===== src/rtl/pwm_multi_ch.sv =====
// Multi-channel PWM generator: one prescaled edge/centre counter shared by CH duty comparators.
// Duty writes land in per-channel shadows and are committed, with the counting mode, at the period boundary.
module pwm_multi_ch #(
  parameter int CH      = 4,
  parameter int WIDTH   = 8,
  parameter int PRESC_W = 8
) (
  input  logic                                   clk,
  input  logic                                   rst_n,
  input  logic                                   ena,
  input  logic                                   cfg_we,
  input  logic [((CH > 1) ? $clog2(CH) : 1)-1:0] cfg_ch,
  input  logic [WIDTH-1:0]                       cfg_duty,
  input  logic [PRESC_W-1:0]                     prescale,
  input  logic                                   center_mode,
  output logic [CH-1:0]                          pwm_out,
  output logic                                   period_tick,
  output logic                                   update_pending
);

  localparam int                CH_W     = (CH > 1) ? $clog2(CH) : 1;
  localparam logic [WIDTH-1:0]  CNT_MAX  = {WIDTH{1'b1}};
  localparam logic [WIDTH-1:0]  CNT_ONE  = WIDTH'(1);
  localparam logic [WIDTH-1:0]  CNT_ZERO = {WIDTH{1'b0}};

  logic [PRESC_W-1:0] r_presc_cnt;
  logic [WIDTH-1:0]   r_cnt;
  logic               r_dir_down;
  logic               r_mode;
  logic [WIDTH-1:0]   r_shadow [CH];
  logic [WIDTH-1:0]   r_active [CH];
  logic [CH-1:0]      r_pending;
  logic [CH-1:0]      r_pwm_out;
  logic               r_period_tick;
  logic               r_update_pending;

  logic               w_tick;
  logic               w_boundary;
  logic [WIDTH-1:0]   w_cnt_nxt;
  logic               w_dir_nxt;
  logic [CH-1:0]      w_sel;
  logic [CH-1:0]      w_pending_nxt;

  // >= rather than == so lowering prescale mid-count never forces a long wrap
  assign w_tick = ena & (r_presc_cnt >= prescale);

  // An out-of-range cfg_ch matches no channel, so such writes fall away naturally
  for (genvar g = 0; g < CH; g++) begin : g_ch
    assign w_sel[g]         = cfg_we & (cfg_ch == CH_W'(g));
    assign w_pending_nxt[g] = w_sel[g] | (r_pending[g] & ~w_boundary);
  end

  // Next counter value, direction and boundary detection for the current mode
  always_comb begin
    w_cnt_nxt  = r_cnt;
    w_dir_nxt  = r_dir_down;
    w_boundary = 1'b0;
    if (!w_tick) begin
      w_cnt_nxt = r_cnt;
    end else if (!r_mode) begin
      w_cnt_nxt  = r_cnt + CNT_ONE;
      w_boundary = (r_cnt == CNT_MAX);
    end else if (r_dir_down || (r_cnt == CNT_MAX)) begin
      w_cnt_nxt  = r_cnt - CNT_ONE;
      w_dir_nxt  = 1'b1;
      w_boundary = (r_cnt == CNT_ONE);
    end else begin
      w_cnt_nxt = r_cnt + CNT_ONE;
    end
    // Both modes sit at 0/up after a boundary, which also covers a restart on mode change
    if (w_boundary) begin
      w_cnt_nxt = CNT_ZERO;
      w_dir_nxt = 1'b0;
    end else begin
      w_dir_nxt = w_dir_nxt;
    end
  end

  // Prescaler, period counter and latched mode; all freeze while ena is low
  always_ff @(posedge clk or negedge rst_n) begin
    if (!rst_n) begin
      r_presc_cnt <= {PRESC_W{1'b0}};
      r_cnt       <= CNT_ZERO;
      r_dir_down  <= 1'b0;
      r_mode      <= 1'b0;
    end else if (ena) begin
      if (w_tick) begin
        r_presc_cnt <= {PRESC_W{1'b0}};
      end else begin
        r_presc_cnt <= r_presc_cnt + PRESC_W'(1);
      end
      r_cnt      <= w_cnt_nxt;
      r_dir_down <= w_dir_nxt;
      if (w_boundary) begin
        r_mode <= center_mode;
      end else begin
        r_mode <= r_mode;
      end
    end else begin
      r_presc_cnt <= r_presc_cnt;
      r_cnt       <= r_cnt;
      r_dir_down  <= r_dir_down;
      r_mode      <= r_mode;
    end
  end

  // Shadow/active duty double buffer; the boundary copies the pre-write shadow
  always_ff @(posedge clk or negedge rst_n) begin
    if (!rst_n) begin
      for (int i = 0; i < CH; i++) begin
        r_shadow[i] <= CNT_ZERO;
        r_active[i] <= CNT_ZERO;
      end
      r_pending <= {CH{1'b0}};
    end else begin
      for (int i = 0; i < CH; i++) begin
        if (w_sel[i]) begin
          r_shadow[i] <= cfg_duty;
        end else begin
          r_shadow[i] <= r_shadow[i];
        end
        if (w_boundary) begin
          r_active[i] <= r_shadow[i];
        end else begin
          r_active[i] <= r_active[i];
        end
      end
      r_pending <= w_pending_nxt;
    end
  end

  // Registered outputs: compare uses the counter value before this edge's update
  always_ff @(posedge clk or negedge rst_n) begin
    if (!rst_n) begin
      r_pwm_out        <= {CH{1'b0}};
      r_period_tick    <= 1'b0;
      r_update_pending <= 1'b0;
    end else begin
      for (int i = 0; i < CH; i++) begin
        r_pwm_out[i] <= ena & (r_cnt < r_active[i]);
      end
      r_period_tick    <= w_boundary;
      r_update_pending <= |w_pending_nxt;
    end
  end

  assign pwm_out        = r_pwm_out;
  assign period_tick    = r_period_tick;
  assign update_pending = r_update_pending;

endmodule


===== config.mk =====
export PLATFORM = sky130hd
export DESIGN_NAME = pwm_multi_ch
export DESIGN_NICKNAME = d
export VERILOG_FILES = /design/src/rtl/pwm_multi_ch.sv
export SDC_FILE = /design/constraint.sdc
export NUM_CORES = 1
export LEC_CHECK = 0
export CAP_MARGIN = 40
export CORE_MARGIN = 3
export CORE_UTILIZATION = 50
export DETAILED_ROUTE_END_ITERATION = 10
export PLACE_DENSITY = 0.69
export SLEW_MARGIN = 30
export SYNTH_ARGS = -nofsm -noshare
export SYNTH_HDL_FRONTEND = slang
export SYNTH_SLANG_ARGS = --single-unit
export TNS_END_PERCENT = 20

===== constraint.sdc =====
create_clock -name clk -period 7.3 [get_ports clk]
set_clock_uncertainty 0.2 [all_clocks]
set_input_delay 1.46 -clock clk [delete_from_list [all_inputs] [get_ports clk]]
set_output_delay 1.46 -clock clk [all_outputs]
set_load 0.01 [all_outputs]

==> reports/results.md, run 1 <==
Power and ir drop
- **Power Total** 1.51 mW
- **static leakage** 2.41 nW
- **worst vdd ir** 140 µV
- **areal power density over the cells** 285 mW/mm²

Finish
- **number of antenna diodes** 0
- **Layout Area Growth over Synthesis** 12.7%
- **final non-filler cell total** 550
- **Final nets** 500
- **layout cell share with drive strength beyond 1** 19.9%
- **Design Area, Final** 0.00530 mm²
- **share of the core filled with cells in the final layout** 59.3%

Route
- **number of nets still failing antenna checks after routing** 0
- **detailed-route DRC error count** 0
- **violation count after the first detailed-route iteration** 95
- **number of vias after detailed routing** 3,018
- **via density per instance** 5.49
- **first-pass detailed-route iteration total** 4
- **per-cell routed wire length** 16.0 µm
- **WL final** 8790 µm

CTS
- **Post-CTS Resized** 0
- **buffer cell driving the clock tree root** clkbuf_8
- **clock transition time at the flip-flop clock pins of the worst setup and hold paths** 0.09 ns
- **number of buffers created by CTS** 9
- **maximum count of clock buffers along a single path** 2
- **number of buffers added for setup after CTS** 0
- **clock tree from TritonCTS** built
- **total of hold buffers inserted after clock tree synthesis** 0
- **number of clock sinks** 92
- **clock network latency to the later pin of the worst-skew pair** 0.36 ns
- **Clock H-tree levels** 3

Floorplanning
- **chip width** 103 µm
- **die height** 103 µm
- **core region area** 0.00893 mm²
- **cell row count** 34
- **area enclosed by the die boundary** 0.0106 mm²
- **top-level I/O count** 29
- **starting density of the core** 52.7%

Global route
- **number of global-route vias before repair** 3,023
- **pin count of the biggest net entering global routing** 58
- **antenna violations before repair** 0
- **overall track demand over capacity in global routing** 18.1%
- **global route overflow** 0
- **first-pass GRT wire length** 14,800 µm

Timing
- **final-layout setup total negative slack** 0 ns
- **worst slack on hold paths** 0.289 ns
- **count of final setup violators** 0
- **number of failing hold endpoints at the final stage** 0
- **minimum clock period after layout** 3.89 ns
- **max-slew headroom at the worst pin** 51.4%
- **final period utilization** 53.3%
- **transition time at the pin with the least slew margin** 0.710 ns
- **Max Slew Vio Count** 0
- **Peak Freq** 257 MHz
- **fin worst setup slack** 3.41 ns
- **setup repair after global routing missed its margin** false

Yosys
- **sequential fraction of the synthesis area** 48.9%
- **post-synthesis sequential element count** 92
- **number of warning messages in the yosys log** 0
- **distinct cell type count after synthesis** 44
- **Async S/R FF share, synth** 100%
- **synthesized area per cell** 11.8 µm²
- **dominant synthesized flop cell** dfrtp_1
- **synthesized cell area** 0.00470 mm²
- **Post-Syn Instances** 400
- **number of nets in the synthesized netlist** 463
- **Post-synth EDFFs** 0

Placement
- **Post-Place Setup Slack** 3.00 ns
- **Post-Place Cells** 534
- **post-place instance area** 0.00509 mm²
- **gpl congestion** 0.782
- **Port Buf Inserts** 28
- **DP Wirelength** 6250 µm

Worst hold path
- **path class of the lowest-slack min-delay path** flip-flop to flip-flop

Setup path
- **CP Capture Type** flip-flop
- **worst-path maximum fanout** 40
- **Worst Path Required** 7.34 ns
- **startpoint-to-endpoint class of the critical path** input pin to flip-flop
- **element type at the critical path start** input pin
- **arrival time worst endpoint** 3.93 ns

Flow run
- **number of max-cap violations** 0

Outcome
- **run status** finished clean

Yosys cell counts, drive strengths merged, types with 2 or more instances:
| cell | number | area, µm² |
|---|---|---|
| dfrtp | 92 | 2300 |
| mux2 | 66 | 743 |
| inv | 54 | 203 |
| ha | 40 | 500 |
| nand2 | 13 | 51.3 |
| a21oi | 12 | 60.1 |
| nor2 | 12 | 45.0 |
| o22ai | 12 | 75.1 |
| nand3 | 10 | 50.1 |
| a21o | 8 | 60.1 |
| o21ai | 8 | 40.0 |
| nand2b | 7 | 43.8 |
| mux2i | 6 | 60.1 |
| a2111oi | 5 | 43.8 |
| a21boi | 5 | 37.5 |
| buf | 5 | 50.0 |
| or2 | 5 | 31.3 |
| a211o | 4 | 35.0 |
| nor2b | 4 | 25.0 |
| nor3 | 4 | 31.3 |
| nand4 | 3 | 18.8 |
| xor2 | 3 | 26.3 |
| and3 | 2 | 12.5 |
| nand3b | 2 | 15.0 |
| o21a | 2 | 15.0 |
| o21bai | 2 | 15.0 |
| o31a | 2 | 17.5 |
| o32ai | 2 | 17.5 |
worst max-delay path, stage by stage:
cell and delay (ns):
clkdlybuf4s50_1 0.40, ha_1 0.28, nand2b_1 0.14, a2111oi_0 0.55, o31a_1 0.38, nor3_4 0.05, buf_4 0.28, mux2_1 0.37
final timing paths:
kind	startpoint	end	slack, ns	depth (start not counted)
worst max-delay path	prescale[0]	r_active[29]	3.41	8
worst min-delay path	r_active[4]	r_active[4]	0.29	1
worst max register to register	r_cnt[1]	r_active[15]	4.30	8
worst min register to register	r_active[4]	r_active[4]	0.29	1
max in group asynchronous	rst_n	r_active[27]	5.01	2
min in group asynchronous	rst_n	r_cnt[2]	0.84	1
sequential cells by signal (all words and copies together) (netlist names):
name / cells
pwm_out: 4
update_pending: 1
r_cnt: 8
r_dir_down: 1
r_mode: 1
r_shadow: 32
period_tick: 1
r_presc_cnt: 8
r_active: 32
r_pending: 4
cell usage in the layout, fill, tap and decap left out, types with 2 or more instances in the layout:
cell type,n
nand4_1,3
buf_4,5
a21o_1,8
a21boi_0,5
mux2_2,58
nor3_1,3
o22ai_1,12
or2_2,5
mux2i_1,6
o21a_1,2
clkinv_4,2
mux2_1,8
dfrtp_1,92
nor2_1,12
nand3_1,10
ha_1,40
nand3b_1,2
a21oi_1,12
o21ai_1,2
a211o_1,4
inv_1,53
o21ai_0,6
clkbuf_8,10
o32ai_1,2
nand2_1,12
nor2b_1,4
inv_6,2
o31a_1,2
o21bai_1,2
nand2b_1,7
and3_1,2
a2111oi_0,5
xor2_1,3
clkdlybuf4s50_1,27
power by group:
group	internal, mW	switching (mW)
Combinational	0.230	0.208
Sequential	0.600	0.117
Clock	0.171	0.186
final cells by class:
| class | count | area, µm² |
|---|---|---|
| Clock buffer | 10 | 138 |
| Clock inverter | 6 | 70.1 |
| Fill cell | 740 | 3630 |
| Inverter | 54 | 203 |
| Multi-Input combinational cell | 248 | 2150 |
| Sequential cell | 92 | 2300 |
| Tap cell | 108 | 135 |
| Timing Repair Buffer | 32 | 308 |
routing by layer:
metal / routed length [µm] / track usage [%] / share of wire, % / up-vias
li1: - / - / - / 1481
met5: 0 / 0 / 0 / -
met4: 102 / 4.58 / 1.2 / 0
met2: 4100 / 28.5 / 47 / 63
met1: 4320 / 25.5 / 49 / 1462
met3: 268 / 4.26 / 3.0 / 12
kinds of logic after synthesis:
logic type | count (synthesis) | share of synthesized area [%]
compound gates | 64 | 9.18
xor+xnor | 4 | 0.745
fa+ha+maj | 40 | 10.6
buf+inv | 60 | 5.45
flops | 92 | 48.9
mux | 72 | 17.1
simple gates | 68 | 7.98
No activity file was read; power rests on OpenSTA's default activity.
==> run 2, diff against run 1 <==
==> constraint.sdc (replaced) <==
create_clock -name clk -period 3.8 [get_ports clk]
set_clock_uncertainty 0.2 [all_clocks]
set_input_delay 0.76 -clock clk [delete_from_list [all_inputs] [get_ports clk]]
set_output_delay 0.76 -clock clk [all_outputs]
set_load 0.01 [all_outputs]
==> reports/results.md, run 2 (synthesis gave the netlist of run 1 again) <==
Outcome
- **run status** finished clean

Floorplanning
- **chip width** 103 µm, unchanged
- **top-level I/O count** 29, unchanged
- **die height** 103 µm, unchanged
- **area enclosed by the die boundary** 0.0106 mm², unchanged
- **starting density of the core** 52.7%, unchanged
- **core region area** 0.00893 mm², unchanged
- **cell row count** 34, unchanged

Route
- **violation count after the first detailed-route iteration** 89, -6.3%
- **WL final** 8870 µm, +0.90%
- **number of nets still failing antenna checks after routing** 0, unchanged
- **first-pass detailed-route iteration total** 4, unchanged
- **per-cell routed wire length** 16.1 µm, +0.72%
- **detailed-route DRC error count** 0, unchanged
- **number of vias after detailed routing** 3,051, +1.1%
- **via density per instance** 5.54, +0.91%

CTS
- **Post-CTS Resized** 0, unchanged
- **number of buffers added for setup after CTS** 0, unchanged
- **clock network latency to the later pin of the worst-skew pair** 0.36 ns, about the same
- **total of hold buffers inserted after clock tree synthesis** 0, unchanged
- **clock transition time at the flip-flop clock pins of the worst setup and hold paths** 0.09 ns, about the same
- **clock tree from TritonCTS** built
- **number of clock sinks** 92, unchanged
- **maximum count of clock buffers along a single path** 2, unchanged
- **Clock H-tree levels** 3, unchanged
- **number of buffers created by CTS** 9, unchanged
- **buffer cell driving the clock tree root** clkbuf_8

Global route
- **antenna violations before repair** 0, unchanged
- **pin count of the biggest net entering global routing** 36, -38%
- **overall track demand over capacity in global routing** 18.7%, +0.57 points
- **number of global-route vias before repair** 3,203, +6.0%
- **first-pass GRT wire length** 15,200 µm, +3.1%
- **global route overflow** 0, unchanged

Timing
- **final period utilization** 84.8%
- **max-slew headroom at the worst pin** 50.5%, -0.92 points
- **number of failing hold endpoints at the final stage** 0, unchanged
- **Peak Freq** 310 MHz
- **minimum clock period after layout** 3.22 ns
- **count of final setup violators** 0, unchanged
- **setup repair after global routing missed its margin** false
- **transition time at the pin with the least slew margin** 0.738 ns, +0.0272 ns
- **fin worst setup slack** 0.578 ns, -2.83 ns
- **Max Slew Vio Count** 0, unchanged
- **worst slack on hold paths** 0.146 ns, -0.143 ns
- **final-layout setup total negative slack** 0 ns, unchanged

Setup path
- **arrival time worst endpoint** 3.27 ns, -0.66 ns
- **CP Capture Type** flip-flop
- **startpoint-to-endpoint class of the critical path** flip-flop to flip-flop
- **slowest library cell on the worst path** nor3_4
- **element type at the critical path start** flip-flop
- **worst-path maximum fanout** 29, -28%
- **Crit path largest cell delay** 0.59 ns, +0.04 ns
- **Worst Path Required** 3.85 ns, -3.49 ns
- **CP cell instances** ha_1 -> nand4_1 -> o31ai_1 -> nand2_2 -> nor3_4 -> buf_12 -> mux2_2

Finish
- **number of antenna diodes** 0, unchanged
- **leading cell type in the layout, fill and taps excluded** dfrtp_1
- **layout cell share with drive strength beyond 1** 20.1%, +0.18 points
- **Final nets** 501, +0.20%
- **Layout Area Growth over Synthesis** 12.9%
- **largest registers ranked by flip-flop count** r_active (32), r_shadow (32)
- **area of all sequential standard cells** 0.00230 mm², unchanged
- **share of the core filled with cells in the final layout** 59.5%, +0.13 points
- **area of combinational cells with multiple inputs** 0.00215 mm², unchanged
- **Design Area, Final** 0.00531 mm², +0.21%
- **number of inserted filler cells in the final layout** 731, -1.2%
- **commonest cells after routing, fill and taps aside** 92 x dfrtp_1, 58 x mux2_2, 53 x inv_1

Placement
- **gpl congestion** 0.812, +3.8%
- **Post-Place Setup Slack** 0.245 ns, -2.76 ns
- **DP Wirelength** 6350 µm, +1.5%
- **post-place instance area** 0.00511 mm², +0.39%
- **Port Buf Inserts** 28, unchanged

Worst hold path
- **path class of the lowest-slack min-delay path** input pin to asynchronous set/reset pin

Power and ir drop
- **worst vdd ir** 222 µV, +59%
- **static leakage** 2.42 nW, +0.11%
- **areal power density over the cells** 542 mW/mm², +90%

Flow run
- **number of max-cap violations** 0, unchanged

## run 2: changes by cell type in the layout (fill, tap and decap cells not counted), sizes merged
cell	delta
buf	+1
clkinvlp	+1
inv	-1
## run 2: path summary, 6_finish.rpt
kind                             start            to  slack (ns)  cells after the start
max                           r_cnt[1]  r_active[12]        0.58                      7
min                              rst_n      r_cnt[5]        0.15                      1
max reg2reg                   r_cnt[1]  r_active[12]        0.58                      7
min reg2reg                r_shadow[9]   r_active[9]        0.30                      1
max in group asynchronous        rst_n   r_shadow[9]        2.51                      2
min in group clk           r_shadow[9]   r_active[9]        0.30                      1
## run 2: layer usage
layer / up-vias / GRT usage (%) / wire (µm)
li1: 1484 / - / -
met5: - / 0 / 0
met2: 60 / 29.7 / 4190
met4: 0 / 7.07 / 143
met3: 9 / 3.38 / 286
met1: 1498 / 25.6 / 4250
## run 2: layout make-up
type	count	share of cell area, %
Tap cell	108	2.54
Clock inverter	6	1.15
Multi-Input combinational cell	248	40.4
Inverter	54	3.82
Sequential cell	92	43.3
Clock buffer	10	2.59
Timing Repair Buffer	33	6.17
## run 2: worst max-delay path, delay by kind of cell, from the launching register on
family	cells	cell delay, ns
flops	1	0.56
mux	1	0.35
fa+ha+maj	1	0.26
compound gates	1	0.45
simple gates	3	0.99
buf+inv	1	0.27
## run 2: through the flow
step	instances	power [mW]
after global routing	551	3.12
after floorplan	400	1.94
after global placement	535	2.19
after CTS	551	2.91
final	551	2.88
after detailed placement	535	2.24
## run 2: report_power, final
part           total, mW  leakage, nW  switching, mW  internal, mW
clock network      0.664        0.102          0.343         0.321
logic              0.844         1.16          0.399         0.445
registers           1.37         1.16          0.221          1.15
total               2.88         2.42          0.963          1.92
